--- config.mk ---
export PLATFORM = sky130hd
export DESIGN_NAME = button_debounce_bank
export DESIGN_NICKNAME = d
export VERILOG_FILES = /design/src/rtl/button_debounce_bank_pkg.sv /design/src/rtl/button_debounce_bank_channel.sv /design/src/rtl/button_debounce_bank.sv
export SDC_FILE = /design/constraint.sdc
export NUM_CORES = 1
export LEC_CHECK = 0
export ABC_AREA = 0
export BUFFER_PORTS_ARGS = -buffer_cell sky130_fd_sc_hd__buf_2
export CAP_MARGIN = 20
export CORE_ASPECT_RATIO = 0.9
export CORE_MARGIN = 5
export CORE_UTILIZATION = 55
export CTS_CLUSTER_SIZE = 20
export DETAILED_ROUTE_END_ITERATION = 12
export PLACE_DENSITY = 0.74
export SYNTH_ARGS = -nofsm -noshare
export SYNTH_HDL_FRONTEND = slang
export SYNTH_SLANG_ARGS = --single-unit
export TNS_END_PERCENT = 5
--- constraint.sdc ---
create_clock -name clk -period 2.19 [get_ports clk]
set_input_delay 0.219 -clock clk [delete_from_list [all_inputs] [get_ports clk]]
set_output_delay 0.219 -clock clk [all_outputs]
set_load 0.02 [all_outputs]
--- src/rtl/button_debounce_bank_pkg.sv ---
// Shared types and default constants for the button debounce bank.
// Holds the per-channel state encoding used by the channel FSM and by the debug state bus.
package button_debounce_bank_pkg;

    typedef enum logic [1:0] {
        IDLE         = 2'd0,
        PRESS_WAIT   = 2'd1,
        PRESSED      = 2'd2,
        RELEASE_WAIT = 2'd3
    } ch_state_t;

    localparam int DEF_NUM_CH          = 4;
    localparam int DEF_DEBOUNCE_CYCLES = 2400000;
    localparam int DEF_LONG_CYCLES     = 12000000;
    localparam int DEF_MIN_RST_CYCLES  = 16;
    localparam int DEF_CNT_W           = 24;

endpackage

--- src/rtl/button_debounce_bank_channel.sv ---
// One button channel: 2-flop synchronizer, debounce FSM, long-press counter
// and registered one-cycle press/release/long pulses.
module debounce_channel
    import button_debounce_bank_pkg::*;
#(
    parameter int DEBOUNCE_CYCLES = DEF_DEBOUNCE_CYCLES,
    parameter int LONG_CYCLES     = DEF_LONG_CYCLES,
    parameter int CNT_W           = DEF_CNT_W
) (
    input  logic       i_clk,
    input  logic       i_rst_n,
    input  logic       i_raw,
    output logic       o_level,
    output logic       o_press,
    output logic       o_release,
    output logic       o_long,
    output logic [1:0] o_state
);

    localparam logic [CNT_W-1:0] DB_LAST   = CNT_W'(DEBOUNCE_CYCLES - 1);
    localparam logic [CNT_W-1:0] LONG_LAST = CNT_W'(LONG_CYCLES - 1);
    localparam logic [CNT_W-1:0] LONG_END  = CNT_W'(LONG_CYCLES);

    logic             r_sync1;
    logic             r_sync2;
    ch_state_t        r_state;
    ch_state_t        w_next_state;
    logic [CNT_W-1:0] r_cnt;
    logic [CNT_W-1:0] w_next_cnt;
    logic [CNT_W-1:0] r_long_cnt;
    logic             r_level;
    logic             r_press;
    logic             r_release;
    logic             r_long;
    logic             w_level;
    logic             w_press_evt;
    logic             w_release_evt;
    logic             w_long_evt;

    always_ff @(posedge i_clk or negedge i_rst_n) begin
        if (!i_rst_n) begin
            r_sync1 <= 1'b0;
            r_sync2 <= 1'b0;
        end else begin
            r_sync1 <= i_raw;
            r_sync2 <= r_sync1;
        end
    end

    always_ff @(posedge i_clk or negedge i_rst_n) begin
        if (!i_rst_n) begin
            r_state <= IDLE;
            r_cnt   <= '0;
        end else begin
            r_state <= w_next_state;
            r_cnt   <= w_next_cnt;
        end
    end

    // r_cnt counts consecutive synchronized samples that disagree with the accepted level.
    always_comb begin
        w_next_state = r_state;
        w_next_cnt   = r_cnt;
        case (r_state)
            IDLE: begin
                if (r_sync2) begin
                    w_next_state = PRESS_WAIT;
                    w_next_cnt   = CNT_W'(1);
                end else begin
                    w_next_cnt   = '0;
                end
            end
            PRESS_WAIT: begin
                if (!r_sync2) begin
                    w_next_state = IDLE;
                    w_next_cnt   = '0;
                end else if (r_cnt == DB_LAST) begin
                    w_next_state = PRESSED;
                    w_next_cnt   = '0;
                end else begin
                    w_next_cnt   = r_cnt + CNT_W'(1);
                end
            end
            PRESSED: begin
                if (!r_sync2) begin
                    w_next_state = RELEASE_WAIT;
                    w_next_cnt   = CNT_W'(1);
                end else begin
                    w_next_cnt   = '0;
                end
            end
            RELEASE_WAIT: begin
                if (r_sync2) begin
                    w_next_state = PRESSED;
                    w_next_cnt   = '0;
                end else if (r_cnt == DB_LAST) begin
                    w_next_state = IDLE;
                    w_next_cnt   = '0;
                end else begin
                    w_next_cnt   = r_cnt + CNT_W'(1);
                end
            end
            default: begin
                w_next_state = IDLE;
                w_next_cnt   = '0;
            end
        endcase
    end

    // Events are decoded from the current state against the registered level, so
    // long (PRESSED only) and release (IDLE only) can never coincide.
    always_comb begin
        w_level       = (r_state == PRESSED) || (r_state == RELEASE_WAIT);
        w_press_evt   = (r_state == PRESSED) && !r_level;
        w_release_evt = (r_state == IDLE) && r_level;
        w_long_evt    = (r_state == PRESSED) && r_level && (r_long_cnt == LONG_LAST);
    end

    // Long counter starts on the press-pulse cycle, holds in RELEASE_WAIT, saturates.
    always_ff @(posedge i_clk or negedge i_rst_n) begin
        if (!i_rst_n) begin
            r_long_cnt <= '0;
        end else if (r_state == IDLE) begin
            r_long_cnt <= '0;
        end else if ((r_state == PRESSED) && r_level && (r_long_cnt != LONG_END)) begin
            r_long_cnt <= r_long_cnt + CNT_W'(1);
        end
    end

    always_ff @(posedge i_clk or negedge i_rst_n) begin
        if (!i_rst_n) begin
            r_level   <= 1'b0;
            r_press   <= 1'b0;
            r_release <= 1'b0;
            r_long    <= 1'b0;
        end else begin
            r_level   <= w_level;
            r_press   <= w_press_evt;
            r_release <= w_release_evt;
            r_long    <= w_long_evt;
        end
    end

    assign o_level   = r_level;
    assign o_press   = r_press;
    assign o_release = r_release;
    assign o_long    = r_long;
    assign o_state   = r_state;

endmodule

--- src/rtl/button_debounce_bank.sv ---
// Bank of independent debounced button channels plus a stretched active-low
// system reset request driven by channel 0.
module button_debounce_bank
    import button_debounce_bank_pkg::*;
#(
    parameter int NUM_CH          = DEF_NUM_CH,
    parameter int DEBOUNCE_CYCLES = DEF_DEBOUNCE_CYCLES,
    parameter int LONG_CYCLES     = DEF_LONG_CYCLES,
    parameter int MIN_RST_CYCLES  = DEF_MIN_RST_CYCLES,
    parameter int CNT_W           = DEF_CNT_W
) (
    input  logic                  clk,
    input  logic                  resetN,
    input  logic [NUM_CH-1:0]     btnRaw,
    output logic [NUM_CH-1:0]     btnLevel,
    output logic [NUM_CH-1:0]     btnPress,
    output logic [NUM_CH-1:0]     btnRelease,
    output logic [NUM_CH-1:0]     btnLong,
    output logic                  resetPulse,
    output logic [2*NUM_CH-1:0]   dbgState
);

    localparam int               RST_W    = $clog2(MIN_RST_CYCLES + 1);
    localparam logic [RST_W-1:0] RST_LAST = RST_W'(MIN_RST_CYCLES - 1);
    localparam logic [RST_W-1:0] RST_END  = RST_W'(MIN_RST_CYCLES);

    logic [NUM_CH-1:0] w_level;
    logic              r_rst_low;
    logic [RST_W-1:0]  r_rst_cnt;

    for (genvar g = 0; g < NUM_CH; g++) begin : g_ch
        debounce_channel #(
            .DEBOUNCE_CYCLES (DEBOUNCE_CYCLES),
            .LONG_CYCLES     (LONG_CYCLES),
            .CNT_W           (CNT_W)
        ) u_ch (
            .i_clk     (clk),
            .i_rst_n   (resetN),
            .i_raw     (btnRaw[g]),
            .o_level   (w_level[g]),
            .o_press   (btnPress[g]),
            .o_release (btnRelease[g]),
            .o_long    (btnLong[g]),
            .o_state   (dbgState[2*g +: 2])
        );
    end

    assign btnLevel = w_level;

    // r_rst_cnt counts cycles since resetPulse went low; a press seen while the
    // stretch is idle (re)starts it, so the output stays low without a gap.
    always_ff @(posedge clk or negedge resetN) begin
        if (!resetN) begin
            r_rst_low <= 1'b0;
            r_rst_cnt <= '0;
        end else if (!r_rst_low) begin
            if (w_level[0]) begin
                r_rst_low <= 1'b1;
                r_rst_cnt <= RST_W'(1);
            end
        end else begin
            if (r_rst_cnt != RST_END) begin
                r_rst_cnt <= r_rst_cnt + RST_W'(1);
            end
            if (!w_level[0] && (r_rst_cnt >= RST_LAST)) begin
                r_rst_low <= 1'b0;
            end
        end
    end

    assign resetPulse = ~(w_level[0] | r_rst_low);

endmodule

---- After elaboration in Yosys (flattened, before gate mapping) ----
Index checks and enable logic that the tools add are counted.
W data, S select, Z words.
operators by class
  multipliers ............................. 0
  muxes and demuxes ....................... 66
  bitwise operators ....................... 2
  div/mod/pow operators ................... 0
  magnitude comparators ................... 1
  add/subtract/negate cells ............... 9
  equal/unequal tests ..................... 42
  reductions and logical operators ........ 43
  shift operators ......................... 0
operators by type and width
  kind                     number
  $mux W24                 20
  $pmux W24 S4             4
  $add A24 B1 Y24 const B  8
  $eq A24 B22 Y1 const B   4
  $eq A24 B24 Y1 const B   4
  $ne A24 B24 Y1 const B   4
  $mux W2                  24
  $pmux W2 S4              4
  $logic_and A1 B1 Y1      21
  $eq A2 B2 Y1 const B     8
  $reduce_and A4 Y1        4
  $mux W5                  3
  $ne A3 B1 Y1 const B     4
  $ne A3 B3 Y1 const B     4
  $mux W1                  11
  $ne A2 B1 Y1 const B     5
  $reduce_bool A2 Y1       5
  $eq A2 B1 Y1 const B     4
  $logic_not A2 Y1         4
  $ne A2 B2 Y1 const B     4
  $add A5 B1 Y5 const B    1
  $ge A5 B4 Y1 const B     1
  $ne A5 B5 Y1 const B     1
  $logic_not A1 Y1         4
  other kinds (4)          7
storage, ports and cells
  input port bits ......................... 6
  logic and storage cells ................. 201
  bits in latches ......................... 0
  memories kept ........................... 0
  register bits ........................... 230
  output and inout port bits .............. 25
  memory bits (read-only) ................. 0
  memory bits (writable) .................. 0

---- Longest topological paths before layout ----
Gate-level depths: netlist (run 1).
  word-level depth ........................ 5
  gate-level depth with buffers ........... 8
  depth with buffers taken out ............ 7

---- Modules after synthesis ----
From an unflattened synthesis (run 1), not the netlist that was laid out.
second synthesis, totals
  cell total of the unflattened synthesis .. 1167
  area total of the unflattened synthesis .. 11368.4 um2
modules (own cells, without submodules)
  module                               cells an instance  times used  area an instance (um2)  sequential area each (um2)
  debounce_channel (g_ch[0].u_ch ...)  282                3           2738.9                  1401.3
  debounce_channel (g_ch[3].u_ch)      286                1           2797.7                  1401.3
  button_debounce_bank                 35                 1           354.1                   150.1

---- Worst setup path after synthesis (run 1) ----
No wires, ideal clock.
  path kind ............................... reg2reg
  start ................................... register g_ch[2].u_ch.r_cnt[20]
  end ..................................... register (tool-made name)
  cell stages (with the launch flop) ...... 6
  path slack .............................. 0.119 ns
  buffers on the path ..................... 0
  arrival ................................. 1.945 ns
  period minus slack after synthesis ...... 2.071 ns
  data required time ...................... 2.065 ns
  library setup time ...................... 0.125 ns
  cells stage by stage .................... dfrtp_1 -> or4_1 -> or4_4 -> nor3_4 -> nand2_2 -> mux2_4
RTL lines
  what                    line                                RTL
  start, declared         button_debounce_bank_channel.sv:28  logic [CNT_W-1:0] r_cnt;
  start signal, assigned  button_debounce_bank_channel.sv:56  r_cnt <= w_next_cnt;

==> results of run 1 <==
[logic make-up after synthesis]
logic type      after synthesis
mux                           9
compound gates               84
buf+inv                      88
flops                       230
fa+ha+maj                    15
simple gates                594
xor+xnor                    155
[Yosys cell counts (6+ instances only)]
| master | instances |
|---|---|
| dfrtp_1 | 230 |
| nor2_1 | 195 |
| xor2_1 | 93 |
| nand3_1 | 81 |
| nand2_1 | 71 |
| xnor2_1 | 62 |
| nand4_1 | 51 |
| nor3_1 | 38 |
| inv_1 | 33 |
| clkbuf_1 | 31 |
| and3_1 | 27 |
| o21ai_0 | 23 |
| a21oi_1 | 22 |
| and4_1 | 20 |
| nor4_1 | 17 |
| buf_4 | 16 |
| or3_1 | 16 |
| and2_1 | 15 |
| ha_1 | 15 |
| nor4b_1 | 11 |
| o31ai_1 | 10 |
| o21a_1 | 9 |
| o211ai_1 | 8 |
| or4_1 | 6 |
[routing by layer]
metal  GRT usage (%)  wire length [um]  vias to the layer above  part of all wire (%)
met4            3.76               399                        0                   1.9
met3            2.79               574                       33                   2.7
met1            27.0             10500                     4068                    49
li1                -                 -                     4132                     -
met2            29.9             10100                       74                    47
met5               0                 0                        -                     0
[how the worst max path moves through the flow]
stage	slack (ns)	end
6_report	0.03	flip-flop
5_1_grt	-0.04	flip-flop
4_1_cts	-0.005	g_ch[2].u_ch.r_cnt[5]
3_5_place_dp	0.03	g_ch[2].u_ch.r_cnt[20]
3_3_place_gp	0.06	g_ch[2].u_ch.r_cnt[15]
2_1_floorplan	0.12	flip-flop
[power groups by stage]
stage | Clock (mW) | Sequential (mW) | Combinational [mW]
finish | 3.99 | 4.29 | 0.231
global route | 4.31 | 4.29 | 0.267
CTS | 4.10 | 4.29 | 0.238
detailed placement | 0 | 4.37 | 0.230
global placement | 0 | 4.37 | 0.227
floorplan | 0 | 4.37 | 0.0856
[per-stage QoR]
| stage | TNS [ns] | setup slack, ns | std cells | power (mW) | utilization [%] |
|---|---|---|---|---|---|
| floorplan | 0 | 0.119 | 1175 | 4.46 | - |
| global placement | 0 | 0.0612 | 1445 | 4.60 | 57.8 |
| detailed placement | 0 | 0.0350 | 1445 | 4.60 | 57.8 |
| CTS | -0.00516 | -0.00516 | 1492 | 8.63 | 61.8 |
| global route | -0.0562 | -0.0423 | 1493 | 8.87 | 61.9 |
| finish | 0 | 0.0292 | 1493 | 8.51 | 61.9 |
[state kept, by name (all words and copies together), names as in the netlist, named ones only]
name	flops
g_ch.u_ch.o_press	4
g_ch.u_ch.r_sync1	4
g_ch.u_ch.r_cnt	96
g_ch.u_ch.o_release	4
r_rst_cnt	5
g_ch.u_ch.r_sync2	4
g_ch.u_ch.o_state	4
r_rst_low	1
g_ch.u_ch.o_long	4
g_ch.u_ch.o_level	4
g_ch.u_ch.r_long_cnt	96
[timing repair]
item                                    in CTS  in global routing
resized for setup                            0                  4
hold buffers                                 5                  0
pin swaps                                    0                  5
gates cloned                                 0                  1
endpoints found under the setup margin       1                 49
hold endpoints to repair                    73                  0
[final cells by class]
class                      count  area, um2  area share, %
sequential                   230       5760           45.0
clock buffer                  38        764           5.98
tap                          260        325           2.54
inverter                      33        124          0.969
clock inverter                 4       20.0          0.157
timing repair buffer          70        523           4.09
multi-input combinational    858       5270           41.2
==> impl_results.md, run 1 <==
* TritonCTS clock tree: built
* CP cell instances: or4_4 > or4_4 > nor3_4 > nand2_2 > mux2_4
* Clock slew at reported path FFs at 0.06 ns
* Max Root-Sink Buffers at 3
* Crit share post-route at 98.7%
* Synth Net Count at 1196
* Die area at 0.0237 mm2
* Max incr delay on CP at 0.53 ns
* Post-Synthesis Cells at 1175
* Crit path launch: g_ch[2].u_ch.r_cnt[8]
* XOR/XNOR Fraction of Synth Area at 11.9%
* DIE HEIGHT at 147 um
* Post-synth top area cell: dfrtp_1
* Final Hold Viols at 0
* Worst R2R Setup Slack at 0.03 ns
* Top cell type's share of synthesized area at 50.4%
* Drt wl/cell at 14.4 um
* Cell internal pwr at 6.71 mW
* I/O Buffers at 30
* Required time of the critical path at 2.58 ns
* Core box area at 0.0206 mm2
* Sequential share of power at 50.4%
* Fin area at 0.0128 mm2
* H-tree depth at 1
* Starting Density at 55.3%
* Synth Register Bits at 230
* Initial antenna violation count at 0
* Routability cong. at 0.795
* Ports at 31
* Clock Power Share at 46.9%
* Synth unique cells at 58
* Fillcell total at 1716
* Largest net degree at the start of global routing at 75
* Final Slew Violations at 0
* Worst-margin pin slew at 0.572 ns
* Outcome: completed
* Pwr/cell area at 666 mW/mm2
* Combinational share of power at 2.7%
* Synth area leaders: dfrtp_1 50%, xor2_1 7.1%, nor2_1 6.4%, xnor2_1 4.8%, nand3_1 3.6%
* Later-pin clock latency in the skew report at 0.51 ns
* Seq/Total Area, Yosys at 50.4%
* Switching Power at 1.80 mW
* Area after DPL at 0.0119 mm2
* Mux contribution to synthesized area at 0.866%
* Number of synthesized flops with an enable pin at 0
* Unrepaired setup endpoints after global routing: true
* Worst r2r src: g_ch[2].u_ch.r_cnt[8]
* Yosys warnings at 0
* DR vias/cell at 5.56
* Post-CTS Setup Inserts at 0
* Final min period at 2.16 ns
* Clk root buf: clkbuf_16
* Initial DRC Count at 704
* Crit Path Class: reg -> reg
* Adder-Cell Fraction of Synth Area at 1.64%
* Share of layout cells above drive strength 1 at 10.3%
* Avg Cell Area, Syn at 9.72 um2
* Final Setup Violations at 0
* Async S/R FF share, synth at 100%
* Vias in the first global route at 8174
* ANT nets after route at 0
* Top delay family on crit path: simple AND/OR/NAND/NOR gates
* Hold/Removal Path Class: in -> async
* Final Skew at 0.0105 ns
* Layout area overhead at 12.0%
* Ant. Diodes at 0
* Sw Ratio at 21.1%
* TritonCTS Buffers at 25
* Synthesized cell area at 0.0114 mm2
* Max-capacitance violation count at 0
* Worst hold slack at 0.274 ns
* CP Launch Type: flip-flop
* GR Util All Layers at 18.5%
* Leak Pwr at 5.43 nW
* Most used cell, CP: or4_4
* Final WL at 21600 um
* Die width at 162 um
* # rows at 50
* Fmax achieved at 463 MHz
* Largest family of logic cells by synthesized area: simple AND/OR/NAND/NOR gates
* Rel. slew slack at 61.9%
* Critical path capture point type: flip-flop
* Final #Nets at 1239
* DPL Wire Length at 14300 um
* Ys flop type: dfrtp_1
* CP Depth at 5
* Sink Count at 230
* DRC at 0
* Area share of and/or/nand/nor cells after synthesis at 27.0%
* CP bufs+invs at 0
* Crit-path slowest cell: or4_4
* Peak VDD IR at 0.495 mV
* Most frequent cells in the layout: 230 x dfrtp_1, 195 x nor2_1, 93 x xor2_1, 81 x nand3_1, 71 x nand2_1
* Reg2reg path depth at 5
* Routed vias at 8307
* Synth Area in Compound Gates at 4.57%
* First drt pass iteration count at 4
* Total grt overflow at 0
* Arr. time, crit path at 2.55 ns
* Most common cell after layout, fill and taps aside: dfrtp_1
* Critical path fanouts, max at 5
* Global-route wire length before repair at 38300 um
Note: power is estimated with default switching activity, not from simulation.
==> run 2, diff against run 1 <==
--- a/config.mk
+++ b/config.mk
@@ -7,12 +7,12 @@
 export LEC_CHECK = 0
 export ABC_AREA = 0
 export BUFFER_PORTS_ARGS = -buffer_cell sky130_fd_sc_hd__buf_2
-export CAP_MARGIN = 20
 export CORE_ASPECT_RATIO = 0.9
 export CORE_MARGIN = 5
 export CORE_UTILIZATION = 55
 export CTS_CLUSTER_SIZE = 20
 export DETAILED_ROUTE_END_ITERATION = 12
+export MAX_ROUTING_LAYER = met4
 export PLACE_DENSITY = 0.74
 export SYNTH_ARGS = -nofsm -noshare
 export SYNTH_HDL_FRONTEND = slang
==> run 2 against run 1 <==
Sequential share of layout area is the same. Critical path type unchanged. Highest routed layer unchanged. Combinational power is essentially flat. Clock power is essentially flat. Clock skew grew 0.0016 ns. Worst hold slack gained 0.00060 ns. Largest cell class unchanged. Critical path depth is the same.
==> impl_results.md, run 2 (synthesis gave the netlist of run 1 again) <==
* GRT met2 Usage at 29.8%
* Total grt overflow at 0
* Overall Power at 8.52 mW
* Worst r2r src: g_ch[2].u_ch.r_cnt[8]
* Sink Count at 230
* CP Launch Type: flip-flop
* DRC at 0
* Critical path fanouts, max at 5
* Largest net degree at the start of global routing at 75
* Final Hold Viols at 0
* Critical path capture point type: flip-flop
* Layout area overhead at 12.0%
* Initial antenna violation count at 0
* Sw Ratio at 21.2%
* First drt pass iteration count at 4
* Worst R2R Setup Slack at 0.04 ns
* Reg2reg path depth at 5
* Fmax achieved at 466 MHz
* Die area at 0.0237 mm2
* ANT nets after route at 0
* Fin area at 0.0128 mm2
* Rel. slew slack at 61.9%
* Switching Power at 1.80 mW
* Sequential share of power at 50.4%
* DIE HEIGHT at 147 um
* Final Skew at 0.0120 ns
* Final Slew Violations at 0
* Required time of the critical path at 2.58 ns
* Core box area at 0.0206 mm2
* Cell internal pwr at 6.71 mW
* Fillcell total at 1716
* GR Util All Layers at 19.1%
* Drt wl/cell at 14.4 um
* Vias in the first global route at 8170
* Clock slew at reported path FFs at 0.06 ns
* TritonCTS clock tree: built
* Leak Pwr at 5.43 nW
* Max Root-Sink Buffers at 3
* DPL Wire Length at 14300 um
* Post-CTS Setup Inserts at 0
* H-tree depth at 1
* Outcome: completed
* Clock Power Share at 46.9%
* Area after DPL at 0.0119 mm2
* Arr. time, crit path at 2.54 ns
* Peak VDD IR at 0.494 mV
* Most common cell after layout, fill and taps aside: dfrtp_1
* Die width at 162 um
* Routability cong. at 0.806
* Clk root buf: clkbuf_16
* I/O Buffers at 30
* Initial DRC Count at 675
* GR Layer Usage met1 at 27.1%
* Combinational share of power at 2.7%
* TritonCTS Buffers at 25
* Max incr delay on CP at 0.53 ns
* Ports at 31
* Starting Density at 55.3%
* Crit-path slowest cell: or4_4
* Crit Path Class: reg -> reg
* Share of layout cells above drive strength 1 at 10.3%
* Max-capacitance violation count at 0
* Routed vias at 8306
* Final min period at 2.15 ns
* Crit share post-route at 98.0%
* DR vias/cell at 5.56
* Later-pin clock latency in the skew report at 0.51 ns
* # rows at 50
* Unrepaired setup endpoints after global routing: true
* Finished Core Util at 61.9%
* Crit path launch: g_ch[2].u_ch.r_cnt[8]
* Most used cell, CP: or4_4
* Final #Nets at 1239
* Final Setup Violations at 0
* Hold/Removal Path Class: in -> async
* Worst-margin pin slew at 0.572 ns
* Biggest regs: g_ch.u_ch.r_cnt: 96 flops, g_ch.u_ch.r_long_cnt: 96 flops, r_rst_cnt: 5 flops
* Pwr/cell area at 666 mW/mm2
* Most frequent cells in the layout: 230 x dfrtp_1, 195 x nor2_1, 93 x xor2_1, 81 x nand3_1, 71 x nand2_1
* CP cell instances: or4_4 > or4_4 > nor3_4 > nand2_2 > mux2_4
* Ant. Diodes at 0
* Global-route wire length before repair at 38300 um
* Final WL at 21600 um
* Gr busiest metal: met2
* GRT met3 Usage at 2.79%
-- run 2: how the worst max path moves through the flow --
stage,cells after the start,endpoint
final,5,flip-flop
after global routing,5,flip-flop
after CTS,5,g_ch[2].u_ch.r_cnt[5]
after detailed placement,5,g_ch[2].u_ch.r_cnt[20]
after global placement,5,g_ch[2].u_ch.r_cnt[15]
after floorplan,5,flip-flop
-- run 2: power by group through the flow --
| stage | registers (mW) | clock network, mW | logic, mW |
|---|---|---|---|
| 6_report | 4.29 | 3.99 | 0.231 |
| 5_1_grt | 4.29 | 4.31 | 0.267 |
| 4_1_cts | 4.29 | 4.10 | 0.238 |
| 3_5_place_dp | 4.37 | 0 | 0.230 |
| 3_3_place_gp | 4.37 | 0 | 0.227 |
| 2_1_floorplan | 4.37 | 0 | 0.0856 |
-- run 2: what timing repair did --
action	in CTS	in global routing
endpoints found under the setup margin	1	49
hold buffers	5	0
gates resized for setup	0	4
hold endpoints to repair	73	0
cloned	0	1
pin swaps	0	4
-- run 2: stage by stage --
stage	TNS (ns)	hold slack, ns	cells	setup slack (ns)
3_5_place_dp	0	0.243	1445	0.0350
4_1_cts	-0.00516	0.288	1492	-0.00516
3_3_place_gp	0	0.234	1445	0.0612
6_report	0	0.275	1493	0.0437
5_1_grt	-0.0562	0.330	1493	-0.0423
2_1_floorplan	0	-0.0766	1175	0.119
-- run 2: layer usage --
metal  routed length [um]  part of all wire, %  vias to the layer above
li1                     -                    -                     4130
met1                10500                   49                     4064
met2                10100                   47                       79
met3                  576                  2.7                       33
met4                  398                  1.8                        0
met5                    0                    0                        -
-- run 2: layout make-up --
type	instances	area, um2	share of cell area, %
Tap cell	260	325	2.54
Inverter	33	124	0.969
Timing Repair Buffer	70	523	4.09
Multi-Input combinational cell	858	5270	41.2
Clock buffer	38	764	5.98
Clock inverter	4	20.0	0.157
Sequential cell	230	5760	45.0
-- run 2: critical path, delay by kind of cell, from the launching register on --
| kind | cells | cell delay [ns] |
|---|---|---|
| muxes | 1 | 0.30 |
| and+or+nand+nor | 4 | 1.34 |
| DFF | 1 | 0.40 |
